### config.mk
export PLATFORM = sky130hd
export DESIGN_NAME = voxel_frame_sequencer
export DESIGN_NICKNAME = d
export VERILOG_FILES = /design/src/rtl/voxel_frame_sequencer.sv
export SDC_FILE = /design/constraint.sdc
export NUM_CORES = 1
export LEC_CHECK = 0
export ABC_CLOCK_PERIOD_IN_PS = 2350
export CAP_MARGIN = 20
export CORE_MARGIN = 3
export CORE_UTILIZATION = 43
export DETAILED_ROUTE_END_ITERATION = 7
export PLACE_DENSITY = 0.8
export SYNTH_ARGS = -nofsm -noshare
export SYNTH_HDL_FRONTEND = slang
export SYNTH_SLANG_ARGS = --single-unit
### constraint.sdc
create_clock -name clock -period 2.35 [get_ports clock]
set_clock_uncertainty 0.05 [all_clocks]
set_input_delay 0.235 -clock clock [delete_from_list [all_inputs] [get_ports clock]]
set_output_delay 0.235 -clock clock [all_outputs]
set_load 0.05 [all_outputs]
### src/rtl/voxel_frame_sequencer.sv
// Frame sequencer: streams voxels to the shader array, triggers shading, then scans pixels out to the framebuffer.
// Optional macro SEQ_WATCHDOG_EN adds a stuck-handshake watchdog and the watchdog_err port.
module voxel_frame_sequencer #(
   parameter int unsigned COORD_BITS   = 8,
   parameter int unsigned PALETTE_BITS = 8,
   parameter int unsigned ADDR_BITS    = 10,
   parameter int unsigned ROWS         = 4,
   parameter int unsigned COLS         = 4,
   parameter int unsigned ROW_BITS     = 8,
   parameter int unsigned COL_BITS     = 8,
   parameter int unsigned PIXEL_BITS   = 8,
   parameter int unsigned FB_ADDR_BITS = 16
) (
   input  logic                                  clock,
   input  logic                                  reset,
   input  logic                                  start,
   input  logic [ADDR_BITS:0]                    voxel_count,
   output logic [ADDR_BITS-1:0]                  mem_addr,
   output logic                                  mem_rd,
   input  logic [3*COORD_BITS+PALETTE_BITS-1:0]  mem_rdata,
   output logic [COORD_BITS-1:0]                 voxel_x,
   output logic [COORD_BITS-1:0]                 voxel_y,
   output logic [COORD_BITS-1:0]                 voxel_z,
   output logic [PALETTE_BITS-1:0]               voxel_id,
   output logic                                  do_rasterize,
   output logic                                  do_shade,
   input  logic                                  rasterizing_done_all,
   input  logic                                  shading_done_all,
   output logic [ROW_BITS-1:0]                   row,
   output logic [COL_BITS-1:0]                   col,
   input  logic [PIXEL_BITS-1:0]                 pixel,
   output logic                                  fb_valid,
   input  logic                                  fb_ready,
   output logic [FB_ADDR_BITS-1:0]               fb_addr,
   output logic [PIXEL_BITS-1:0]                 fb_data,
   output logic                                  busy,
   output logic                                  frame_done
`ifdef SEQ_WATCHDOG_EN
   ,
   output logic                                  watchdog_err
`endif
);

   localparam int unsigned WORD_BITS = 3*COORD_BITS + PALETTE_BITS;
   localparam int unsigned CNT_BITS  = ADDR_BITS + 1;
   localparam int unsigned WD_BITS   = 16;
   localparam logic [CNT_BITS-1:0] MAX_COUNT = CNT_BITS'(2**ADDR_BITS);

   typedef enum logic [3:0] {
      IDLE, FETCH, LOAD, RASTER, R_RELEASE, SHADE, S_RELEASE, SCAN_SEL, SCAN_PUSH, DONE
   } state_t;

   state_t                   state, state_nxt;
   logic [CNT_BITS-1:0]      idx, idx_nxt;
   logic [CNT_BITS-1:0]      count, count_nxt, count_in;
   logic [WORD_BITS-1:0]     vox, vox_nxt;
   logic [ROW_BITS-1:0]      row_nxt;
   logic [COL_BITS-1:0]      col_nxt;
   logic [FB_ADDR_BITS-1:0]  fb_addr_nxt;
   logic [PIXEL_BITS-1:0]    fb_data_nxt;
   logic [ADDR_BITS-1:0]     mem_addr_nxt;
   logic                     mem_rd_nxt, do_rasterize_nxt, do_shade_nxt;
   logic                     fb_valid_nxt, busy_nxt, frame_done_nxt;
   logic                     last_col, last_row;
`ifdef SEQ_WATCHDOG_EN
   logic [WD_BITS-1:0]       wd_cnt, wd_cnt_nxt;
   logic                     wd_err_nxt, watched;
`endif

   assign voxel_x  = vox[COORD_BITS-1:0];
   assign voxel_y  = vox[2*COORD_BITS-1:COORD_BITS];
   assign voxel_z  = vox[3*COORD_BITS-1:2*COORD_BITS];
   assign voxel_id = vox[WORD_BITS-1:3*COORD_BITS];

   assign last_col = (col == COL_BITS'(COLS-1));
   assign last_row = (row == ROW_BITS'(ROWS-1));
   assign count_in = (voxel_count > MAX_COUNT) ? MAX_COUNT : voxel_count;

   // Next-state, datapath and registered-output decode
   always_comb begin
      state_nxt   = state;
      idx_nxt     = idx;
      count_nxt   = count;
      vox_nxt     = vox;
      row_nxt     = row;
      col_nxt     = col;
      fb_addr_nxt = fb_addr;
      fb_data_nxt = fb_data;
`ifdef SEQ_WATCHDOG_EN
      wd_err_nxt  = watchdog_err;
      wd_cnt_nxt  = wd_cnt;
      watched     = (state == RASTER) || (state == R_RELEASE) ||
                    (state == SHADE)  || (state == S_RELEASE);
`endif
      case (state)
         IDLE: begin
            if (start) begin
               count_nxt = count_in;
               idx_nxt   = '0;
`ifdef SEQ_WATCHDOG_EN
               wd_err_nxt = 1'b0;
`endif
               state_nxt = (count_in == '0) ? SHADE : FETCH;
            end
         end
         FETCH: state_nxt = LOAD;
         LOAD: begin
            vox_nxt   = mem_rdata;
            state_nxt = RASTER;
         end
         RASTER: if (rasterizing_done_all) state_nxt = R_RELEASE;
         R_RELEASE: begin
            if (!rasterizing_done_all) begin
               idx_nxt   = idx + CNT_BITS'(1);
               state_nxt = (idx_nxt < count) ? FETCH : SHADE;
            end
         end
         SHADE: if (shading_done_all) state_nxt = S_RELEASE;
         S_RELEASE: begin
            if (!shading_done_all) begin
               row_nxt   = '0;
               col_nxt   = '0;
               state_nxt = SCAN_SEL;
            end
         end
         SCAN_SEL: begin
            fb_data_nxt = pixel;
            fb_addr_nxt = FB_ADDR_BITS'(row) * FB_ADDR_BITS'(COLS) + FB_ADDR_BITS'(col);
            state_nxt   = SCAN_PUSH;
         end
         SCAN_PUSH: begin
            if (fb_ready) begin
               if (last_col) begin
                  col_nxt = '0;
                  row_nxt = last_row ? '0 : row + ROW_BITS'(1);
               end else begin
                  col_nxt = col + COL_BITS'(1);
               end
               state_nxt = (last_col && last_row) ? DONE : SCAN_SEL;
            end
         end
         DONE:    state_nxt = IDLE;
         default: state_nxt = IDLE;
      endcase
`ifdef SEQ_WATCHDOG_EN
      // A handshake stuck for the full counter range abandons the frame
      if (watched && (wd_cnt == {WD_BITS{1'b1}})) begin
         state_nxt  = DONE;
         wd_err_nxt = 1'b1;
      end
      if (state_nxt != state)
         wd_cnt_nxt = '0;
      else if (watched)
         wd_cnt_nxt = wd_cnt + WD_BITS'(1);
`endif
      mem_rd_nxt       = (state_nxt == FETCH);
      mem_addr_nxt     = idx_nxt[ADDR_BITS-1:0];
      do_rasterize_nxt = (state_nxt == RASTER);
      do_shade_nxt     = (state_nxt == SHADE);
      fb_valid_nxt     = (state_nxt == SCAN_PUSH);
      busy_nxt         = (state_nxt != IDLE);
      frame_done_nxt   = (state_nxt == DONE);
   end

   // State and output registers
   always_ff @(posedge clock) begin
      if (!reset) begin
         state        <= IDLE;
         idx          <= '0;
         count        <= '0;
         vox          <= '0;
         row          <= '0;
         col          <= '0;
         fb_addr      <= '0;
         fb_data      <= '0;
         mem_addr     <= '0;
         mem_rd       <= 1'b0;
         do_rasterize <= 1'b0;
         do_shade     <= 1'b0;
         fb_valid     <= 1'b0;
         busy         <= 1'b0;
         frame_done   <= 1'b0;
`ifdef SEQ_WATCHDOG_EN
         wd_cnt       <= '0;
         watchdog_err <= 1'b0;
`endif
      end else begin
         state        <= state_nxt;
         idx          <= idx_nxt;
         count        <= count_nxt;
         vox          <= vox_nxt;
         row          <= row_nxt;
         col          <= col_nxt;
         fb_addr      <= fb_addr_nxt;
         fb_data      <= fb_data_nxt;
         mem_addr     <= mem_addr_nxt;
         mem_rd       <= mem_rd_nxt;
         do_rasterize <= do_rasterize_nxt;
         do_shade     <= do_shade_nxt;
         fb_valid     <= fb_valid_nxt;
         busy         <= busy_nxt;
         frame_done   <= frame_done_nxt;
`ifdef SEQ_WATCHDOG_EN
         wd_cnt       <= wd_cnt_nxt;
         watchdog_err <= wd_err_nxt;
`endif
      end
   end

endmodule

### Word level (Yosys, flattened, before mapping)

Index checks and enable logic that the tools add are counted.

* output and inout bits: 88
* flip-flop bits (word level): 104
* input port bits: 57
* word-level logic and storage cells: 73

* equal/unequal tests: 20
* order comparisons: 2
* reductions and logical operators: 10
* add/subtract/negate cells: 4
* mux-type cells: 22

Operator list (count)
* 2-to-1 mux 8 bit: 6
* case mux 4 bit (9 select lines): 1
* 2-to-1 mux 11 bit: 3
* case mux 8 bit (2 select lines): 2
* 2-to-1 mux 4 bit: 7
* case mux 11 bit (2 select lines): 1
* equality test 4 x 3 -> 1 bit, second input constant: 5
* adder 8 x 1 -> 8 bit, second input constant: 2
* equality test 8 x 2 -> 1 bit, second input constant: 2
* equality test 4 x 2 -> 1 bit, second input constant: 3
* equality test 4 bit, second input constant: 3
* adder 10 x 8 -> 11 bit: 1
* adder 11 x 1 -> 11 bit, second input constant: 1
* greater-than comparator 11 bit, second input constant: 1
* logical NOT 11 bit: 1
* < comparator 11 bit: 1
* inequality test 2 bit, second input constant: 5
* equality test 4 x 1 -> 1 bit, second input constant: 2
* 2-to-1 mux 3 bit: 2
* AND reduction 3 bit: 2
* logical NOT 4 bit: 1
* AND reduction 4 bit: 1
* nonzero test 2 bit: 2
* nonzero test 4 bit: 1
* 2 further kinds: 2

### Logic depth before layout (Yosys ltp)

Gate-level depths: netlist (run 1).

* word-level depth: 7
* depth in mapped cells: 11

### Least setup slack after synthesis (run 1)

No wires, ideal clock.

* path type: register -> register
* start: register idx[0]
* end: register busy
* cell stages (with the launch flop): 12
* data arrival time: 2362 ps
* slack: -182 ps
* data required time: 2180 ps
* period minus slack after synthesis: 2532 ps
* cells stage by stage: dfxtp_1 > ha_1 > nand3_1 > nor3_1 > xor2_1 > ha_1 > a21oi_1 > o21a_1 > o32ai_1 > a211oi_2 > nand2_1 > o31a_1

* longest elaborated chain between the ends: 6

RTL lines
* start, declared: RTL line 54 `logic [CNT_BITS-1:0] idx, idx_nxt;`
* start signal, assigned: RTL line 189 `idx <= idx_nxt;`
* adder 11 x 1 -> 11 bit: RTL line 114 `idx_nxt = idx + CNT_BITS'(1);`
* < comparator 11 bit: RTL line 115 `state_nxt = (idx_nxt < count) ? FETCH : SHADE;`
* 2-to-1 mux 3 bit: RTL line 115
* 2-to-1 mux 4 bit: RTL line 113 `if (!rasterizing_done_all) begin`
* case mux 4 bit (9 select lines): RTL line 95 `case (state)`
* nonzero test 4 bit: RTL line 161 `busy_nxt = (state_nxt != IDLE);`
* end signal, assigned: RTL line 201 `busy <= busy_nxt;`
* end, declared: RTL line 36 `output logic busy,`

Every way passes these cells.
A chain may end at the register's enable or synchronous reset.

### Final worst setup path (run 1)

* start: register idx[6]
* end: register busy

Same word-level chain as after synthesis.

==> reports/summary.md, run 1 <==
In the routed design, unresolved DRC markers number 0. Dividing the synthesized area by the synthesized cell count gives 8.36 um^2. The tools report the net switching component of the power as 0.00132 W. By area the synthesized netlist is led by sky130_fd_sc_hd__dfxtp_1 41%, sky130_fd_sc_hd__nand2_1 8.4%, sky130_fd_sc_hd__a21boi_0 5.7%. The data arrival at the endpoint of the critical path is 2.60 ns, and the pin count of the biggest net entering global routing is 76. The overall die width came out at 112 um. The part of the cycle the worst path needs is 102%, and the relative slew slack is 41.0%. Synthesis handed over a netlist of 581 instances. After layout, the minimum clock period comes to 2.41 ns. The critical path endpoint category is a flip-flop. For this run, the leading register cell type out of synthesis is sky130_fd_sc_hd__dfxtp_1. The run gives -0.0554 ns as the minimum setup slack in the final design. Registers are responsible for 40.8% of the overall power. The floorplan has 38 rows. The cell that appears most often on the critical path is sky130_fd_sc_hd__nand2_1. The critical path in this run is classified as flip-flop to flip-flop. Highest net fanout along the worst path: 4. Sequential cells were found to cover 40.8% of the synthesized design area. TritonCTS built the clock tree. The complex-gate fraction of the synthesized area came out at 15.9%. The final reports fail on negative setup slack.

The tools report the number of pins exceeding their max-slew limit in the final report as 0. STA puts the critical path data required time at 2.54 ns. The final layout contains routed wiring with a total length of 13.8 mm. The number of global-route vias before repair was 4746.

The floorplan step defined a core boundary enclosing 10900 um^2. The tools report the HPWL after detailed placement as 9.81 mm. The tree built by TritonCTS fans out to 99 sinks.

The slew at the pin with the worst max-slew slack is 0.885 ns. Setup repair after global routing could not meet its margin everywhere. The number of antenna diodes in the final layout is 0. The cell area after synthesis is 4860 um^2, and the number of enable-type register cells in the synthesized netlist is 0.

Synthesis inferred 99 register bits. The clock passes through at most 2 buffers. The leakage power total is 2.61 nW, and the proportion of register bits with asynchronous set or reset after synthesis is 0%. Measured along the y axis, the die boundary spans 112 um. The floorplan step defined a die boundary enclosing 12600 um^2.

The top cell types in the final layout, fill and taps aside, are 138 x sky130_fd_sc_hd__clkdlybuf4s50_1, 108 x sky130_fd_sc_hd__nand2_1, 88 x sky130_fd_sc_hd__dfxtp_1, 42 x sky130_fd_sc_hd__buf_4, 37 x sky130_fd_sc_hd__a21boi_0. The power per standard cell area is 642 nW/um^2, and the area fraction of the dominant cell type after synthesis is 40.8%. The first global-routing pass estimated 22.3 mm of wire. Global routing used 21.4% of the available tracks across all layers.

The count of pins on the block boundary was 145. The signal on the critical path passes through nand2_2, nor3_2, nand3_1, xnor2_2, ha_1, nand2_1, o21a_1, o32ai_2, a211oi_2, nand2_1, o31a_1. The xor-xnor portion of the synthesized cell area was 4.51%. The run finished, with violations left.

Port buffering added 139 buffers. Derived from the worst setup path, the maximum achievable clock frequency is 416 MHz. The tools report the post-route core utilization as 64.1%. The adder-cell share of the synthesized area is 5.56%.

In this run the worst hold path is classified as primary input to flip-flop. In this design, the stage delay of the slowest critical-path cell is 0.41 ns. Of the post-synthesis cell area, the part taken by muxes is 0.618%.

Cells with a size suffix above 1 make up 12.8% of the layout. The iteration count of the initial detailed-routing pass is 5. Clock-pin slew was measured on the worst setup and hold paths at 0.07 ns. The average via count per standard cell came out at 5.30.

The most common library cell in the layout ignoring fill and taps was sky130_fd_sc_hd__clkdlybuf4s50_1. In this run switching power makes up 29.2% of total power. The number of CTS-inserted buffers is 9. Leading area contributor after synthesis: sky130_fd_sc_hd__dfxtp_1. The first routing iteration left 269 violations.

The count of nets left with antenna violations once routing finished came out at 0. Setup violations remaining at the end of the flow were counted as 2. Per report_power, the clock group accounts for 37.4% of the total. The count of endpoints failing hold in the final timing report is 0.

The H-tree was split into 3 levels. The routed layout has 4637 vias. The run gives 0 as the initial antenna violation count. STA classifies the critical path startpoint as a flip-flop. In this run, distinct cell masters in the synthesized netlist total 57.

The initial utilization of the core area, before any placement, comes to 44.4%. The worst-case IR drop observed on VDD is 0.496 mV. For this run, the number of Yosys warnings is 0. Routability-driven placement finished with a final weighted congestion of 0.915.

Per report_power, the combinational group accounts for 21.8% of the total. The cell at the root of the clock tree is sky130_fd_sc_hd__clkbuf_16. After detailed routing, the average wire length per cell comes to 15.8 um.

Cell type of the slowest stage on the worst timing path: sky130_fd_sc_hd__dfxtp_1. The tools report the post-layout total power as 0.00450 W. After Yosys synthesis, and, or, nand and nor cells account for 25.8% of the synthesized area. For this run the aggregate overflow at the end of global routing stands at 0. Compared with the post-synthesis result, the final layout area differs by 44.4%.

Clock latency on the worst-skew pair, taken at its later pin, is 0.35 ns. After clock tree synthesis, the flow added hold-fix buffers numbering 0. The run gives 0 as the total of max-cap violations.

The internal power of the cells totals 0.00318 W. By area, the combinational part of the netlist is dominated by simple AND/OR/NAND/NOR gates. The run gives 808 as the total number of nets in the final design.
==> cell usage after synthesis (all sizes together), types with 2 or more instances <==
cell / n
o211a: 2
or2: 2
and3: 6
nand4: 15
o32ai: 2
nor3: 14
or3: 3
clkbuf: 23
mux2i: 3
nor3b: 8
nor2: 27
dfxtp: 99
nand2: 109
ha: 20
inv: 20
xnor2: 10
o21a: 4
xor2: 15
nand3: 16
or4: 2
a21o: 4
a211oi: 2
and2: 3
o21ai: 13
a21boi: 38
nand4bb: 2
nand3b: 5
buf: 24
nor2b: 24
a22oi: 8
nor4: 4
nand2b: 2
nor4b: 3
a21oi: 36
==> state kept, by name, summed over array words and instances (netlist names) <==
signal	count
row	8
state	4
fb_data	8
busy	1
mem_rd	1
frame_done	1
col	8
fb_addr	11
fb_valid	1
count	11
idx	11
do_shade	1
do_rasterize	1
vox	32
==> per-stage QoR <==
step | hold WS (ns) | std cells | TNS (ns) | worst slack, ns | area (um^2)
after CTS | 0.293 | 871 | -0.0452 | -0.0452 | 6880
final | 0.313 | 875 | -0.0563 | -0.0554 | 7010
after detailed placement | 0.399 | 851 | -0.138 | -0.0963 | 6470
after global routing | 0.353 | 875 | -0.508 | -0.195 | 7010
after global placement | 0.392 | 851 | -0.0377 | -0.0377 | 6470
after floorplan | 0.319 | 585 | 0 | 0.0102 | 4910
==> power groups by stage <==
stage	Combinational [W]	Clock, W	Sequential [W]
final	0.000981	0.00168	0.00184
after global routing	0.00106	0.00179	0.00185
after CTS	0.000969	0.00172	0.00184
after detailed placement	0.000954	0	0.00188
after global placement	0.000935	0	0.00187
after floorplan	0.000404	0	0.00208
==> worst max-delay path, delay by kind of cell (launching register included) <==
family	cells	cell delay, ns
XOR/XNOR	1	0.23
AND/OR/NAND/NOR	5	0.68
flip-flops	1	0.41
AO/OA/AOI/OAI	4	0.67
adder cells (fa/ha/maj)	1	0.26
==> path summary, 6_finish.rpt <==
kind | from | end | slack (ns) | cells after the start
setup / recovery | idx[6]$_SDFFE_PN0P_ | busy$_SDFF_PN0_ | -0.06 | 11
hold / removal | reset | vox[19]$_SDFFE_PN0P_ | 0.31 | 3
setup reg to reg | idx[6]$_SDFFE_PN0P_ | busy$_SDFF_PN0_ | -0.06 | 11
hold reg to reg | vox[25]$_SDFFE_PN0P_ | vox[25]$_SDFFE_PN0P_ | 0.41 | 2
==> kinds of logic after synthesis <==
logic type | after synthesis
buf+inv | 67
fa+ha+maj | 21
simple gates | 249
xor+xnor | 25
mux | 3
flops | 99
compound gates | 116
other cells | 1
==> metal layers <==
layer / vias up / share of wire (%) / GRT usage (%)
met5: - / 0 / 0
met4: 0 / 1.9 / 8.73
met3: 23 / 5.7 / 6.47
met2: 133 / 52 / 37.5
met1: 2210 / 41 / 24.3
li1: 2271 / - / -
==> cell type report <==
cell class | instances | area [um^2]
clock inverters | 4 | 77.6
inverters | 20 | 75.1
clock buffers | 12 | 268
fillers | 929 | 3920
multi-input cells | 419 | 2710
flip-flops and latches | 99 | 2000
well taps | 140 | 175
repair buffers | 181 | 1700
==> repair_timing <==
| action | in CTS | in global routing |
|---|---|---|
| endpoints found under the setup margin | 2 | 7 |
| pin swaps | 5 | 11 |
| cloned | 0 | 0 |
| buffers inserted | 4 | 4 |
| resized for setup | 8 | 21 |
No activity file was read; power rests on OpenSTA's default activity.
==> run 2: changes to the inputs <==
--- a/config.mk
+++ b/config.mk
@@ -9,2 +9,3 @@
 export CAP_MARGIN = 20
+export CORE_ASPECT_RATIO = 0.75
 export CORE_MARGIN = 3
==> constraint.sdc (replaced) <==
create_clock -name clock -period 2.35 [get_ports clock]
set_clock_uncertainty 0.05 [all_clocks]
set_input_delay 0.47 -clock clock [delete_from_list [all_inputs] [get_ports clock]]
set_output_delay 0.47 -clock clock [all_outputs]
set_load 0.05 [all_outputs]
==> run 2 against run 1 <==
Critical path type unchanged. Register-to-register slack got worse by 0.09 ns. Count of clock-buffer cells in the layout is 2 lower. First-iteration DRC count decreased by 12%. Critical path depth fell by 1. Total power shrank 1.6%. Global-route usage rose by 0.40 points. Worst setup slack got worse by 0.090 ns. Core utilization increased by 1.7 points. Sequential cell count unchanged. Cell count grew 0.34%. The flow still finishes with violations (negative setup slack). Sequential power about the same.
==> reports/summary.md, run 2 (synthesis results as in run 1) <==
The flow ran to the end, but the final reports show violations. The final reports fail on negative setup slack. The detailed router finished its first iteration with 236 violations. The endpoint of the most critical setup path is busy$_SDFF_PN0_.

The total buffers and inverters traversed by the critical path was 1; the post-placement worst setup slack was -0.129 ns. For this design the ratio of total power to cell area is 631 nW/um^2. Number of placed instances, taps included: 856. In this run the critical register-to-register path is launched from idx[0]$_SDFFE_PN0P_. Counting flops per register, the top entry is vox. The number of input and output port buffers inserted was 139; the HPWL after detailed placement was 10.3 mm. Setup violations remaining at the end of the flow were counted as 3. The switching part of the total came out at 29.9%. The count of filler cells inserted in the layout was 829. The logs give 0 for the initial antenna violation count and 0.886 for the routability-driven placement congestion ratio. The worst register-to-register path ends at busy$_SDFF_PN0_. Max-cap violations in this run came to 0. The total routing resource utilization after global routing was 21.8%. The logs give 99 for the number of sinks driven by the clock tree and 878 for the count of placed standard cells in the final layout, fillers left out.

For the number of rows created at floorplan, the log shows 32. Cells fill 65.8% of the core in the end. Counting cells, the worst reg-to-reg path comes to 10.

The critical path goes through ha_4, buf_6, xor2_1, ha_1, a21o_1, a31oi_1, o21ai_1, a211oi_2, nand2_1, o31a_1. The number of global-route vias before repair was 4678. In this run the standard cell core region covers 10700 um^2.

Entering global routing, the biggest net connects 33 pins. CTS placed an instance of sky130_fd_sc_hd__clkbuf_16 at the clock tree root. The count of endpoints failing hold in the final timing report came out at 0. The clock transition at the registers of the reported paths works out to 0.07 ns. The top cell types in the final layout, fill and taps aside, are 138 x sky130_fd_sc_hd__clkdlybuf4s50_1, 109 x sky130_fd_sc_hd__nand2_1, 87 x sky130_fd_sc_hd__dfxtp_1, 47 x sky130_fd_sc_hd__buf_4, 37 x sky130_fd_sc_hd__a21boi_0. The tools report the maximum operating frequency as 401 MHz. The number of CTS-inserted buffers was 9; the part of the cycle the worst path needs was 106%. The sequential standard cell area is 2000 um^2. The run gives 0.00132 W as the net switching component of the power. TritonCTS built the clock tree.

Setup repair after global routing could not meet its margin everywhere. In the final design database the tool counted 815 nets. The critical path is of the flip-flop to flip-flop type. The most critical setup path has its startpoint at idx[0]$_SDFFE_PN0P_.

The routed design could run at a clock period as short as 2.50 ns. For the pin with the worst max-slew slack, the measured transition is 0.850 ns. The first detailed-routing pass took 5 iterations. The logs give 0.34 ns for the clock latency reported for the late side of the worst-skew pair and -0.243 ns for the setup total negative slack. The tools report the H-tree level count as 3. The tools report the source of the worst hold timing path as vox[25]$_SDFFE_PN0P_. In this run the static leakage power is 2.62 nW. The class of the tightest hold or removal check is flip-flop to flip-flop. The overall overflow remaining after global route was 0; the die span in y was 98.0 um. The area added between synthesis and finish was 44.4%; the register-to-register setup slack was -0.15 ns.

The required time of the critical path is 2.53 ns. Pin placement for this block handled 145 I/O pins. The worst setup path is captured at a flip-flop. Of the total power, combinational logic draws 22.4%.

The multi-input gate area in the final layout was 2670 um^2; the average via count per standard cell was 5.30. Floorplan die area: 12600 um^2. Leaving out fill and tap cells, the most frequent cell in the layout is sky130_fd_sc_hd__clkdlybuf4s50_1. No sink is reached through more buffers than the 2 on the longest clock path. The tools report the clock share of power as 35.8%. The kind of cell adding the most delay to the critical path was compound AO/OA/AOI/OAI gates.

The worst ir drop on vdd was 0.466 mV; the number of DRC violations after detailed routing was 0. STA classifies the critical path startpoint as a flip-flop. The overall die width was 129 um. The depth of the worst hold-timing path was 2. Flip-flop count of the largest register after layout: 32. The first global-routing pass estimated 22.5 mm of wire. After detailed routing, the average wire length per cell comes to 16.0 um.

Once detail routing completed, the nets flagged for antenna violations numbered 0. The initial utilization of the core area, before any placement, comes to 45.6%. The path length in cells of the critical path is 10.

The repair_antennas step left the layout with diodes totalling 0. The relative slew slack was 43.3%. Of all nets on the critical path, the largest fanout is 6.

The number of pins exceeding their max-slew limit in the final report was 0. The sum of routed wire length over all layers was 14.0 mm. In this design, the stage delay of the slowest critical-path cell is 0.40 ns.

Data arrives at the worst endpoint at 2.68 ns. The proportion of power drawn by flip-flops and latches was 41.8%. Of the cells placed in the final design, the portion with a size suffix greater than 1 is 12.9%. The final worst hold slack was 0.409 ns. The minimum setup slack in the final design came out at -0.146 ns.

The internal power was 0.00310 W. The via count of the routed design was 4653. The slowest stage of the critical path belongs to the cell sky130_fd_sc_hd__dfxtp_4.
==> run 2: per-stage QoR <==
step | instance area, um^2 | total power [W]
3_3_place_gp | 6540 | 0.00282
2_1_floorplan | 4910 | 0.00249
4_1_cts | 6900 | 0.00443
5_1_grt | 7010 | 0.00461
3_5_place_dp | 6540 | 0.00285
6_report | 7010 | 0.00443
==> run 2: worst min-delay path by stage <==
stage	endpoint	slack, ns
after floorplan	count[0]$_SDFFE_PN0P_	0.43
after detailed placement	vox[18]$_SDFFE_PN0P_	0.40
after global routing	vox[5]$_SDFFE_PN0P_	0.44
after global placement	vox[18]$_SDFFE_PN0P_	0.39
final	vox[25]$_SDFFE_PN0P_	0.41
after CTS	vox[18]$_SDFFE_PN0P_	0.41
==> run 2: what timing repair did <==
action | in CTS | in global routing
gates resized for setup | 9 | 13
setup endpoints to repair | 3 | 7
hold buffers | 0 | 0
pin swaps | 4 | 7
buffers inserted | 2 | 3
==> run 2: layout make-up <==
| type | count | share of cell area (%) |
|---|---|---|
| Clock buffer | 10 | 3.26 |
| Sequential cell | 99 | 28.5 |
| Inverter | 20 | 1.07 |
| Timing Repair Buffer | 188 | 25.4 |
| Tap cell | 136 | 2.43 |
| Clock inverter | 6 | 1.27 |
| Multi-Input combinational cell | 419 | 38.1 |
==> run 2: per-layer routing <==
metal / part of all wire, % / track usage [%]
met5: 0 / 0
met4: 1.5 / 6.21
met1: 43 / 26.8
met2: 46 / 35.3
met3: 9.9 / 8.86
==> run 2: power by group through the flow <==
stage | registers [W] | clock network, W | logic (W)
after global routing | 0.00186 | 0.00168 | 0.00106
after detailed placement | 0.00188 | 0 | 0.000963
final | 0.00185 | 0.00159 | 0.000991
after global placement | 0.00188 | 0 | 0.000945
after floorplan | 0.00208 | 0 | 0.000404
after CTS | 0.00185 | 0.00161 | 0.000970
==> run 2: tightest hold or removal path, cell delays in order, from the launching register on <==
cell	delay, ns
sky130_fd_sc_hd__dfxtp_1	0.31
sky130_fd_sc_hd__nand2_1	0.05
sky130_fd_sc_hd__a21oi_1	0.05
